File: config.mk
export PLATFORM = sky130hd
export DESIGN_NAME = univ_shift_reg
export DESIGN_NICKNAME = d
export VERILOG_FILES = /design/src/rtl/univ_shift_reg.sv
export SDC_FILE = /design/constraint.sdc
export NUM_CORES = 1
export LEC_CHECK = 0
export CORE_MARGIN = 4
export CORE_UTILIZATION = 46
export CTS_BUF_LIST = sky130_fd_sc_hd__clkbuf_4
export DETAILED_ROUTE_END_ITERATION = 10
export PLACE_DENSITY = 0.86
export SYNTH_ARGS = -nofsm -noshare
export SYNTH_HDL_FRONTEND = slang
export SYNTH_SLANG_ARGS = --single-unit
File: constraint.sdc
create_clock -name clk -period 3.1 [get_ports clk]
set_input_delay 0.465 -clock clk [delete_from_list [all_inputs] [get_ports clk]]
set_output_delay 0.465 -clock clk [all_outputs]
set_load 0.02 [all_outputs]
File: src/rtl/univ_shift_reg.sv
// Universal shift register: hold, shift right, shift left and parallel load.
// Serial outputs are taken from both ends, and q exposes the full state.
// A shift counter pulses frame_done for one cycle on every WIDTH-th shift
// since the last load or reset. Left and right shifts count toward the
// same frame, and a load always starts a new frame.
module univ_shift_reg #(
    parameter int                 WIDTH   = 8,
    parameter logic [WIDTH-1:0]   RST_VAL = '0,
    localparam int                CW      = $clog2(WIDTH + 1)
) (
    input  logic             clk,
    input  logic             rst_n,
    input  logic             en,
    input  logic [1:0]       mode,
    input  logic             sin_r,
    input  logic             sin_l,
    input  logic [WIDTH-1:0] pdin,
    output logic [WIDTH-1:0] q,
    output logic             sout_r,
    output logic             sout_l,
    output logic [CW-1:0]    shift_cnt,
    output logic             frame_done
);

    localparam logic [1:0]    MODE_HOLD  = 2'b00;
    localparam logic [1:0]    MODE_RIGHT = 2'b01;
    localparam logic [1:0]    MODE_LEFT  = 2'b10;
    localparam logic [1:0]    MODE_LOAD  = 2'b11;
    localparam logic [CW-1:0] CNT_LAST   = CW'(WIDTH - 1);

    // A shift happens only with en high and a shift mode selected.
    logic do_shift;
    assign do_shift = en && ((mode == MODE_RIGHT) || (mode == MODE_LEFT));

    // Register, shift counter and frame pulse are updated together so that
    // a load on the completing shift cycle cleanly suppresses the pulse.
    always_ff @(posedge clk or negedge rst_n) begin
        if (!rst_n) begin
            q          <= RST_VAL;
            shift_cnt  <= '0;
            frame_done <= 1'b0;
        end else begin
            frame_done <= 1'b0;
            if (en) begin
                case (mode)
                    MODE_RIGHT: q <= {sin_r, q[WIDTH-1:1]};
                    MODE_LEFT:  q <= {q[WIDTH-2:0], sin_l};
                    MODE_LOAD: begin
                        q         <= pdin;
                        shift_cnt <= '0;
                    end
                    MODE_HOLD:  q <= q;
                    default:    q <= q;
                endcase
            end
            if (do_shift) begin
                if (shift_cnt == CNT_LAST) begin
                    shift_cnt  <= '0;
                    frame_done <= 1'b1;
                end else begin
                    shift_cnt <= shift_cnt + CW'(1);
                end
            end
        end
    end

    // End bits are combinational so they track q right after each edge.
    assign sout_r = q[0];
    assign sout_l = q[WIDTH-1];

endmodule

# Word level (Yosys, flattened, before mapping)
# Index checks and enable logic that the tools add are counted.
totals:
  ff_bits: 13
  input_bits: 15
classes:
  add_sub_neg: 1
  eq_ne: 4
  mux: 7
  bitwise: 1
  reduce_logical: 7
op_table:
  columns: ["operator", "count"]
  rows:
  - ["case mux 8 bit (3 select lines)", 1]
  - ["2-to-1 mux 4 bit", 4]
  - ["adder 4 x 1 -> 4 bit, second input constant", 1]
  - ["== test 2 bit, second input constant", 2]
  - ["== test 4 x 3 -> 1 bit, second input constant", 1]
  - ["AND reduction 2 bit", 2]
  - ["nonzero test 2 bit", 2]
  - ["== test 2 x 1 -> 1 bit, second input constant", 1]
  - ["zero test 2 bit", 1]
  - ["2-to-1 mux 1 bit", 2]
  - ["logical AND 1 bit", 1]
  - ["logical OR 1 bit", 1]
  - ["NOT 1 bit", 1]

# Depth between registers and ports, before layout
# Gate-level depths: netlist (run 1).
logic_depth:
  word_depth: 5
  mapped_depth: 6
  mapped_depth_nobuf: 5

# Worst setup path after synthesis (run 1)
# Ideal clock, no wire load.
synth_path:
  path_kind: "input to register"
  start: "input port mode[0]"
  end: "register shift_cnt[3]"
  arrival_time_ns: 1.462
  required_ns: 3.031
  setup_slack_ns: 1.570
  cell_stages: 5
  cell_sequence: "inv_1 ha_1 nand2_1 or4b_1 nand3_1"
synth_between:
  elab_chain_len: 5
synth_lines:
  columns: ["element", "line_no", "text"]
  rows:
  - ["start, declared", "14", "input logic [1:0] mode,"]
  - ["== test 2 x 1 -> 1 bit / == test 2 bit (equally long branches)", "33", "assign do_shift = en && ((mode == MODE_RIGHT) || (mode == MODE_LEFT));"]
  - ["logical OR 1 bit", "33", null]
  - ["logical AND 1 bit", "33", null]
  - ["nonzero test 2 bit (no line)", null, null]
  - ["AND reduction 2 bit (no line)", null, null]
  - ["end signal, assigned", "61", "shift_cnt <= shift_cnt + CW'(1);"]
  - ["end, declared", "21", "output logic [CW-1:0] shift_cnt,"]
# Several ways; a longest one is shown, not always the timed one.
# A chain may end at the register's enable or synchronous reset.

# Final worst setup path (run 1)
layout_path:
  start: "input port mode[1]"
  end: "register shift_cnt[3]"
# The elaborated chain is that of the path after synthesis.

==> results of run 1 <==
[layout make-up]
cell class,count,share of cell area
inverters,3,0.0111
well taps,15,0.0186
flip-flops and latches,13,0.322
repair buffers,29,0.287
clock buffers,4,0.0297
multi-input cells,54,0.332
[cells in the mapped netlist (2+ instances only)]
library cell  instances
nand2_1              11
nand3b_1              2
inv_1                 3
nor2_1                2
a22o_1                9
o21ai_0              11
a21oi_1               8
buf_4                 2
buf_2                 2
dfrtp_1              13
ha_1                  4
nand3_1               3
[logic make-up after synthesis]
| kind of cell | count (synthesis) | share of synthesized area |
|---|---|---|
| and+or+nand+nor | 21 | 0.145 |
| adders and majority gates | 4 | 0.0714 |
| AOI/OAI and AO/OA | 29 | 0.263 |
| buffers and inverters | 8 | 0.0571 |
| DFF | 13 | 0.464 |
[stage by stage]
| step | hold WS [ps] | cells | power, uW | utilization |
|---|---|---|---|---|
| after floorplan | 169 | 75 | 407 | - |
| after global placement | 520 | 114 | 540 | 0.718 |
| after detailed placement | 525 | 114 | 544 | 0.718 |
| after CTS | 542 | 118 | 658 | 0.740 |
| after global routing | 594 | 118 | 698 | 0.740 |
| final | 540 | 118 | 651 | 0.740 |
[routing by layer]
layer  vias up  GRT usage
met3         2     0.0421
met4         0     0.0331
met5         -          0
li1        327          -
met1       313      0.205
met2        21      0.309
[worst max-delay path: stages]
cell and delay, ps:
clkdlybuf4s50_1 500, inv_1 60, ha_1 360, nand2_1 90, or4b_1 510, nand3_1 80
[state kept, by name (all words and copies together), names as in the netlist]
signal      cells
q               8
shift_cnt       4
frame_done      1
[power by group]
| part | leakage, uW | switching (uW) | internal, uW |
|---|---|---|---|
| clock | 0.0000184 | 51.7 | 58.5 |
| combinational | 0.000255 | 133 | 144 |
| sequential | 0.000167 | 51.6 | 213 |
| total | 0.000441 | 236 | 415 |
[how the worst max path moves through the flow]
stage | end | cells after the start
2_1_floorplan | shift_cnt[3] | 5
3_3_place_gp | shift_cnt[3] | 6
3_5_place_dp | shift_cnt[3] | 6
4_1_cts | shift_cnt[3] | 6
5_1_grt | q[3] | 6
6_report | shift_cnt[3] | 6
==> report_table.html, run 1 <==
<table>
<tr><th>Metric</th><th>Value</th></tr>
<tr><th colspan="2">Routing</th></tr>
<tr><td>Via density per instance</td><td>about 5.6</td></tr>
<tr><td>Highest routed layer</td><td>met4</td></tr>
<tr><td>Routed length on met1</td><td>674 um</td></tr>
<tr><td>DRC Markers</td><td>0</td></tr>
<tr><td>Initial DRC Count</td><td>14</td></tr>
<tr><td>Routed met2 length</td><td>814 um</td></tr>
<tr><td>Wire length per cell after detailed routing</td><td>around 14 um</td></tr>
<tr><td>Routed Antenna Nets</td><td>0</td></tr>
<tr><td>Routed via count</td><td>663</td></tr>
<tr><td>Met3 WL</td><td>around 120 um</td></tr>
<tr><td>Post-Route WL</td><td>roughly 1600 um</td></tr>
<tr><td>Number of detailed-route iterations in the first pass</td><td>4</td></tr>
<tr><th colspan="2">Synthesis</th></tr>
<tr><td>Main area contributors after synthesis</td><td>dfrtp_1 (46%), a22o_1 (11%), o21ai_0 (7.9%), ha_1 (7.1%), nand2_1 (5.9%)</td></tr>
<tr><td>Area of the mapped netlist</td><td>701 um2</td></tr>
<tr><td>Post-synthesis net count</td><td>94</td></tr>
<tr><td>Number of flops mapped to enable cells by yosys</td><td>0</td></tr>
<tr><td>Number of register bits inferred by synthesis</td><td>13</td></tr>
<tr><td>Cells after synthesis</td><td>75</td></tr>
<tr><td>Area fraction of the dominant cell type after synthesis</td><td>0.464</td></tr>
<tr><td>Cell type contributing the most total cell area after synthesis</td><td>dfrtp_1</td></tr>
<tr><td>Async set or reset register ratio after synthesis</td><td>1.00</td></tr>
<tr><td>Yosys warning count</td><td>0</td></tr>
<tr><td>Library cells used by synthesis</td><td>17</td></tr>
<tr><td>Synth Flop Type</td><td>dfrtp_1</td></tr>
<tr><td>Post-synthesis sequential area ratio</td><td>0.464</td></tr>
<tr><td>Synthesized area divided by synthesized cell count</td><td>9.34 um2</td></tr>
<tr><th colspan="2">STA</th></tr>
<tr><td>Setup violations, final</td><td>0</td></tr>
<tr><td>RSZ-0062 raised after global routing</td><td>no</td></tr>
<tr><td>Final max-slew violation count</td><td>0</td></tr>
<tr><td>Relative slew margins</td><td>0.601</td></tr>
<tr><td>Count of endpoints failing hold in the final timing report</td><td>0</td></tr>
<tr><td>Worst-Margin Slew</td><td>between 500 and 600 ps</td></tr>
<tr><td>Accumulated negative setup slack</td><td>0 ps</td></tr>
<tr><td>Min Tclk post-route</td><td>~1900 ps</td></tr>
<tr><td>Max Freq</td><td>roughly 540 MHz</td></tr>
<tr><td>Fraction of the cycle the final worst path needs</td><td>0.602</td></tr>
<tr><td>Final setup margin</td><td>1230 ps</td></tr>
<tr><td>Worst Skew</td><td>around 4.7 ps</td></tr>
<tr><th colspan="2">Floorplan</th></tr>
<tr><td>Total core area</td><td>1370 um2</td></tr>
<tr><td>Die area</td><td>roughly 2200 um2</td></tr>
<tr><td>Top Ports</td><td>30</td></tr>
<tr><td>Initial standard-cell utilization of the core</td><td>0.513</td></tr>
<tr><td>Placement row count</td><td>13</td></tr>
<tr><td>Overall die height</td><td>between 40 and 50 um</td></tr>
<tr><td>Chip Width</td><td>between 40 and 50 um</td></tr>
<tr><th colspan="2">Critical path</th></tr>
<tr><td>Critical path launch point type</td><td>primary input</td></tr>
<tr><td>Worst Reg2Reg Path Length in Cells</td><td>4</td></tr>
<tr><td>Arrival time worst endpoint</td><td>2070 ps</td></tr>
<tr><td>Worst Path Class, Setup</td><td>in2reg</td></tr>
<tr><td>Endpoint of the lowest-slack register-to-register path</td><td>shift_cnt[3]</td></tr>
<tr><td>Biggest fanout along the worst timing path</td><td>6</td></tr>
<tr><td>Crit path capture type</td><td>flop</td></tr>
<tr><td>Timing startpoint of the critical path</td><td>mode[1]</td></tr>
<tr><td>Worst r2r src</td><td>shift_cnt[0]</td></tr>
<tr><td>Register-to-register path setup slack</td><td>about 1700 ps</td></tr>
<tr><td>Required @ worst endpoint</td><td>~3300 ps</td></tr>
<tr><th colspan="2">Final layout</th></tr>
<tr><td>Signed area change from the synthesized netlist to the final layout</td><td>44.3%</td></tr>
<tr><td>Commonest non-fill, non-tap cell in the layout</td><td>clkdlybuf4s50_1</td></tr>
<tr><td>Final instance area</td><td>a little over 1000 um2</td></tr>
<tr><td>Highest-count cells in the layout ignoring fill and taps</td><td>clkdlybuf4s50_1 (29), dfrtp_1 (13), nand2_1 (11), o21ai_0 (11), a22o_1 (9)</td></tr>
<tr><td>Number of nets in the final layout</td><td>approximately 120</td></tr>
<tr><td>Sequential standard cell area</td><td>325 um2</td></tr>
<tr><td>Antenna diode count</td><td>0</td></tr>
<tr><td>Count of fill cells added during filler insertion</td><td>a little over 100</td></tr>
<tr><td>Area taken by multi-input logic gates</td><td>about 340 um2</td></tr>
<tr><td>Share of layout cells above drive strength 1</td><td>0.0388</td></tr>
<tr><th colspan="2">Clocking</th></tr>
<tr><td>Root Buffer</td><td>clkbuf_4</td></tr>
<tr><td>Clock latency at the later pin of the worst-skew pair</td><td>around 270 ps</td></tr>
<tr><td>Clock-pin slew on the worst setup and hold paths</td><td>around 70 ps</td></tr>
<tr><td>Worst-case clock buffer depth</td><td>2</td></tr>
<tr><td>Quantity of gates resized following cts</td><td>0</td></tr>
<tr><td>Quantity of hold-fixing buffers added after cts</td><td>0</td></tr>
<tr><td>Number of sinks on the clock net</td><td>13</td></tr>
<tr><td>Post-CTS Setup Bufs</td><td>0</td></tr>
<tr><td># H-tree levels</td><td>1</td></tr>
<tr><td>CTS tree</td><td>done</td></tr>
<tr><td>Number of buffers added by the clock tree synthesis step</td><td>3</td></tr>
<tr><th colspan="2">Place</th></tr>
<tr><td>Port Buffer Count</td><td>29</td></tr>
<tr><td>Post-place instance area</td><td>981 um2</td></tr>
<tr><td>Detailed placer's ending HPWL</td><td>about 1300 um</td></tr>
<tr><td>RePlAce Congestion</td><td>roughly 0.74</td></tr>
<tr><td>Placement Setup Slack</td><td>around 960 ps</td></tr>
<tr><th colspan="2">Power and ir drop</th></tr>
<tr><td>Static Leak</td><td>roughly 0.00044 uW</td></tr>
<tr><td>Max IR drop VDD</td><td>0.427 mV</td></tr>
<tr><td>Ratio of total power to cell area</td><td>between 600 and 700 nW/um2</td></tr>
<tr><th colspan="2">Global route</th></tr>
<tr><td>Total global routing track utilization</td><td>0.171</td></tr>
<tr><td>Wire length of the first global-routing pass</td><td>about 2800 um</td></tr>
<tr><td>Pin count of the biggest net entering global routing</td><td>17</td></tr>
<tr><td>Number of antenna violations at the first check in global routing</td><td>0</td></tr>
<tr><td>GR Overflow Total</td><td>0</td></tr>
<tr><td>Vias in the first global route</td><td>approximately 640</td></tr>
<tr><th colspan="2">Run status</th></tr>
<tr><td>Outcome</td><td>finished clean</td></tr>
<tr><th colspan="2">Worst hold path</th></tr>
<tr><td>Type of the tightest min-delay check</td><td>reg2reg</td></tr>
<tr><td>Hold Path Stages</td><td>2</td></tr>
<tr><td>HP Start</td><td>q[7]</td></tr>
<tr><td>Worst Hold Path EP</td><td>q[7]</td></tr>
<tr><th colspan="2">Run</th></tr>
<tr><td>Maximum Capacitance Violations</td><td>0</td></tr>
</table>
Note: power is estimated with default switching activity, not from simulation.
==> inputs of run 2 (changes only) <==
--- a/config.mk
+++ b/config.mk
@@ -6,10 +6,10 @@
 export NUM_CORES = 1
 export LEC_CHECK = 0
 export CORE_MARGIN = 4
-export CORE_UTILIZATION = 46
+export CORE_UTILIZATION = 38
 export CTS_BUF_LIST = sky130_fd_sc_hd__clkbuf_4
 export DETAILED_ROUTE_END_ITERATION = 10
-export PLACE_DENSITY = 0.86
+export PLACE_DENSITY = 0.76
 export SYNTH_ARGS = -nofsm -noshare
 export SYNTH_HDL_FRONTEND = slang
 export SYNTH_SLANG_ARGS = --single-unit
==> constraint.sdc (replaced) <==
create_clock -name clk -period 1.54 [get_ports clk]
set_input_delay 0.231 -clock clk [delete_from_list [all_inputs] [get_ports clk]]
set_output_delay 0.231 -clock clk [all_outputs]
set_load 0.02 [all_outputs]
==> report_table.html, run 2 (same netlist as run 1, synthesis figures left out) <==
<table>
<tr><th>Metric</th><th>Value</th></tr>
<tr><th colspan="2">Run status</th></tr>
<tr><td>Outcome</td><td>finished clean</td></tr>
<tr><th colspan="2">Worst hold path</th></tr>
<tr><td>Type of the tightest min-delay check</td><td>in2async</td></tr>
<tr><th colspan="2">Floorplan</th></tr>
<tr><td>Initial standard-cell utilization of the core</td><td>0.401</td></tr>
<tr><td>Placement row count</td><td>15</td></tr>
<tr><td>Overall die height</td><td>a little over 50 um</td></tr>
<tr><td>Die area</td><td>between 2000 and 3000 um2</td></tr>
<tr><td>Top Ports</td><td>30</td></tr>
<tr><td>Chip Width</td><td>50.9 um</td></tr>
<tr><td>Total core area</td><td>about 1700 um2</td></tr>
<tr><th colspan="2">Routing</th></tr>
<tr><td>Routed met2 length</td><td>~940 um</td></tr>
<tr><td>Routed length on met1</td><td>around 760 um</td></tr>
<tr><td>Highest routed layer</td><td>met4</td></tr>
<tr><td>DRC Markers</td><td>0</td></tr>
<tr><td>Wire length per cell after detailed routing</td><td>between 10 and 15 um</td></tr>
<tr><td>Routed via count</td><td>712</td></tr>
<tr><td>Number of detailed-route iterations in the first pass</td><td>4</td></tr>
<tr><td>Via density per instance</td><td>about 5.2</td></tr>
<tr><td>Routed Antenna Nets</td><td>0</td></tr>
<tr><td>Initial DRC Count</td><td>1</td></tr>
<tr><td>Post-Route WL</td><td>roughly 1900 um</td></tr>
<tr><td>Met3 WL</td><td>161 um</td></tr>
<tr><th colspan="2">Critical path</th></tr>
<tr><td>Critical path launch point type</td><td>primary input</td></tr>
<tr><td>Required @ worst endpoint</td><td>1760 ps</td></tr>
<tr><td>Worst path max stage delay</td><td>510 ps</td></tr>
<tr><td>Worst r2r src</td><td>shift_cnt[0]</td></tr>
<tr><td>Worst Reg2Reg Path Length in Cells</td><td>4</td></tr>
<tr><td>Number of logic stages on the critical path including buffering</td><td>6</td></tr>
<tr><td>Timing startpoint of the critical path</td><td>mode[0]</td></tr>
<tr><td>Crit path capture type</td><td>flop</td></tr>
<tr><td>Register-to-register path setup slack</td><td>around 140 ps</td></tr>
<tr><td>Cell with the largest stage delay on the worst path</td><td>or4b_4</td></tr>
<tr><td>Cell-by-cell trace of the critical path</td><td>clkdlybuf4s50_1 -&gt; inv_1 -&gt; ha_4 -&gt; nand2_1 -&gt; or4b_4 -&gt; nand3_1</td></tr>
<tr><td>Buf+Inv Stages, Crit Path</td><td>2</td></tr>
<tr><td>Delay-heaviest family, CP</td><td>simple AND/OR/NAND/NOR gates</td></tr>
<tr><td>Endpoint of the lowest-slack register-to-register path</td><td>shift_cnt[3]</td></tr>
<tr><td>Arrival time worst endpoint</td><td>1700 ps</td></tr>
<tr><td>Worst Path Class, Setup</td><td>in2reg</td></tr>
<tr><td>Biggest fanout along the worst timing path</td><td>3</td></tr>
<tr><th colspan="2">Place</th></tr>
<tr><td>Post-place instance area</td><td>approximately 1100 um2</td></tr>
<tr><td>Port Buffer Count</td><td>29</td></tr>
<tr><td>Placement Setup Slack</td><td>-296 ps</td></tr>
<tr><td>Detailed placer's ending HPWL</td><td>between 1000 and 1500 um</td></tr>
<tr><td>RePlAce Congestion</td><td>around 0.8</td></tr>
<tr><th colspan="2">STA</th></tr>
<tr><td>Relative slew margins</td><td>0.793</td></tr>
<tr><td>RSZ-0062 raised after global routing</td><td>yes</td></tr>
<tr><td>Final setup margin</td><td>60.3 ps</td></tr>
<tr><td>Worst Skew</td><td>slightly below 8 ps</td></tr>
<tr><td>Max Freq</td><td>slightly below 700 MHz</td></tr>
<tr><td>Fraction of the cycle the final worst path needs</td><td>0.961</td></tr>
<tr><td>Final max-slew violation count</td><td>0</td></tr>
<tr><td>Accumulated negative setup slack</td><td>0 ps</td></tr>
<tr><td>Setup violations, final</td><td>0</td></tr>
<tr><td>Min Tclk post-route</td><td>approximately 1500 ps</td></tr>
<tr><td>Count of endpoints failing hold in the final timing report</td><td>0</td></tr>
<tr><td>Worst-Margin Slew</td><td>310 ps</td></tr>
<tr><th colspan="2">Global route</th></tr>
<tr><td>Wire length of the first global-routing pass</td><td>slightly above 3000 um</td></tr>
<tr><td>GR Overflow Total</td><td>0</td></tr>
<tr><td>Total global routing track utilization</td><td>0.158</td></tr>
<tr><td>Vias in the first global route</td><td>slightly above 700</td></tr>
<tr><td>Pin count of the biggest net entering global routing</td><td>17</td></tr>
<tr><td>Number of antenna violations at the first check in global routing</td><td>0</td></tr>
<tr><th colspan="2">Final layout</th></tr>
<tr><td>Biggest regs</td><td>q (8), shift_cnt (4), frame_done (1)</td></tr>
<tr><td>Number of nets in the final layout</td><td>133</td></tr>
<tr><td>Final instance area</td><td>between 1000 and 1500 um2</td></tr>
<tr><td>Highest-count cells in the layout ignoring fill and taps</td><td>clkdlybuf4s50_1 (15), dfrtp_1 (13), nand2_1 (11), o21ai_0 (11), buf_4 (10)</td></tr>
<tr><td>Core utilization of the finished layout</td><td>0.645</td></tr>
<tr><td>Commonest non-fill, non-tap cell in the layout</td><td>clkdlybuf4s50_1</td></tr>
<tr><td>Largest register FFs</td><td>8</td></tr>
<tr><td>Share of layout cells above drive strength 1</td><td>0.150</td></tr>
<tr><td>Signed area change from the synthesized netlist to the final layout</td><td>60.7%</td></tr>
<tr><td>Reg with most FFs</td><td>q</td></tr>
<tr><td>Count of fill cells added during filler insertion</td><td>approximately 160</td></tr>
<tr><td>Antenna diode count</td><td>0</td></tr>
<tr><th colspan="2">Clocking</th></tr>
<tr><td>Quantity of hold-fixing buffers added after cts</td><td>0</td></tr>
<tr><td># H-tree levels</td><td>1</td></tr>
<tr><td>Post-CTS Setup Bufs</td><td>0</td></tr>
<tr><td>Worst-case clock buffer depth</td><td>2</td></tr>
<tr><td>Clock-pin slew on the worst setup and hold paths</td><td>roughly 80 ps</td></tr>
<tr><td>Root Buffer</td><td>clkbuf_4</td></tr>
<tr><td>Number of buffers added by the clock tree synthesis step</td><td>3</td></tr>
<tr><td>Clock latency at the later pin of the worst-skew pair</td><td>roughly 280 ps</td></tr>
<tr><td>Number of sinks on the clock net</td><td>13</td></tr>
<tr><td>CTS tree</td><td>done</td></tr>
<tr><th colspan="2">Power and ir drop</th></tr>
<tr><td>Static Leak</td><td>between 0.0006 and 0.0007 uW</td></tr>
<tr><td>Max IR drop VDD</td><td>slightly above 0.8 mV</td></tr>
<tr><td>Ratio of total power to cell area</td><td>between 1000 and 1500 nW/um2</td></tr>
<tr><th colspan="2">Run</th></tr>
<tr><td>Maximum Capacitance Violations</td><td>0</td></tr>
</table>
[run 2: changes by cell type in the layout (fill, tap and decap cells not counted)]
cell             previous run  this run
or4b_4                      0         1
or4b_1                      1         0
nor2_2                      0         1
dlymetal6s2s_1              0         7
clkdlybuf4s50_1            29        15
buf_4                       0        10
nor2_1                      2         1
ha_4                        0         1
ha_1                        4         3
dlygate4sd2_1               0         7
[run 2: worst max path at each step]
| stage | end |
|---|---|
| after floorplan | shift_cnt[3] |
| after global placement | shift_cnt[3] |
| after detailed placement | q[4] |
| after CTS | q[2] |
| after global routing | q[4] |
| final | shift_cnt[3] |
[run 2: timing repair]
item | CTS | global route
resized for setup | 7 | 10
hold endpoints to repair | 0 | 0
setup endpoints to repair | 7 | 16
[run 2: metrics by stage]
step | hold WS, ps | total power, uW | std cells
after floorplan | -64.6 | 820 | 75
after global placement | 514 | 1110 | 134
after detailed placement | 523 | 1130 | 134
after CTS | 251 | 1320 | 138
after global routing | 278 | 1400 | 138
final | 248 | 1310 | 138
[run 2: routing by layer]
metal	global-route usage	vias up
met3	0.0583	3
met5	0	-
met4	0.0673	0
met1	0.163	328
li1	-	354
met2	0.283	27
[run 2: area by class of cell]
cell class | count | area, um2 | share of cell area
Sequential cell | 13 | 325 | 0.289
Clock buffer | 4 | 30.0 | 0.0267
Multi-Input combinational cell | 54 | 354 | 0.314
Tap cell | 25 | 31.3 | 0.0278
Inverter | 3 | 11.3 | 0.0100
Timing Repair Buffer | 39 | 374 | 0.332
[run 2: worst register-to-register path: cells and delay by family, from the launching register on]
family	cells	cell delay (ps)
and+or+nand+nor	3	670
DFF	1	430
adders and majority gates	1	250
[run 2: where the power goes]
part	total (uW)	internal (uW)	switching [uW]
clock network	232	118	114
logic	545	263	282
registers	531	429	101
total	1310	810	498
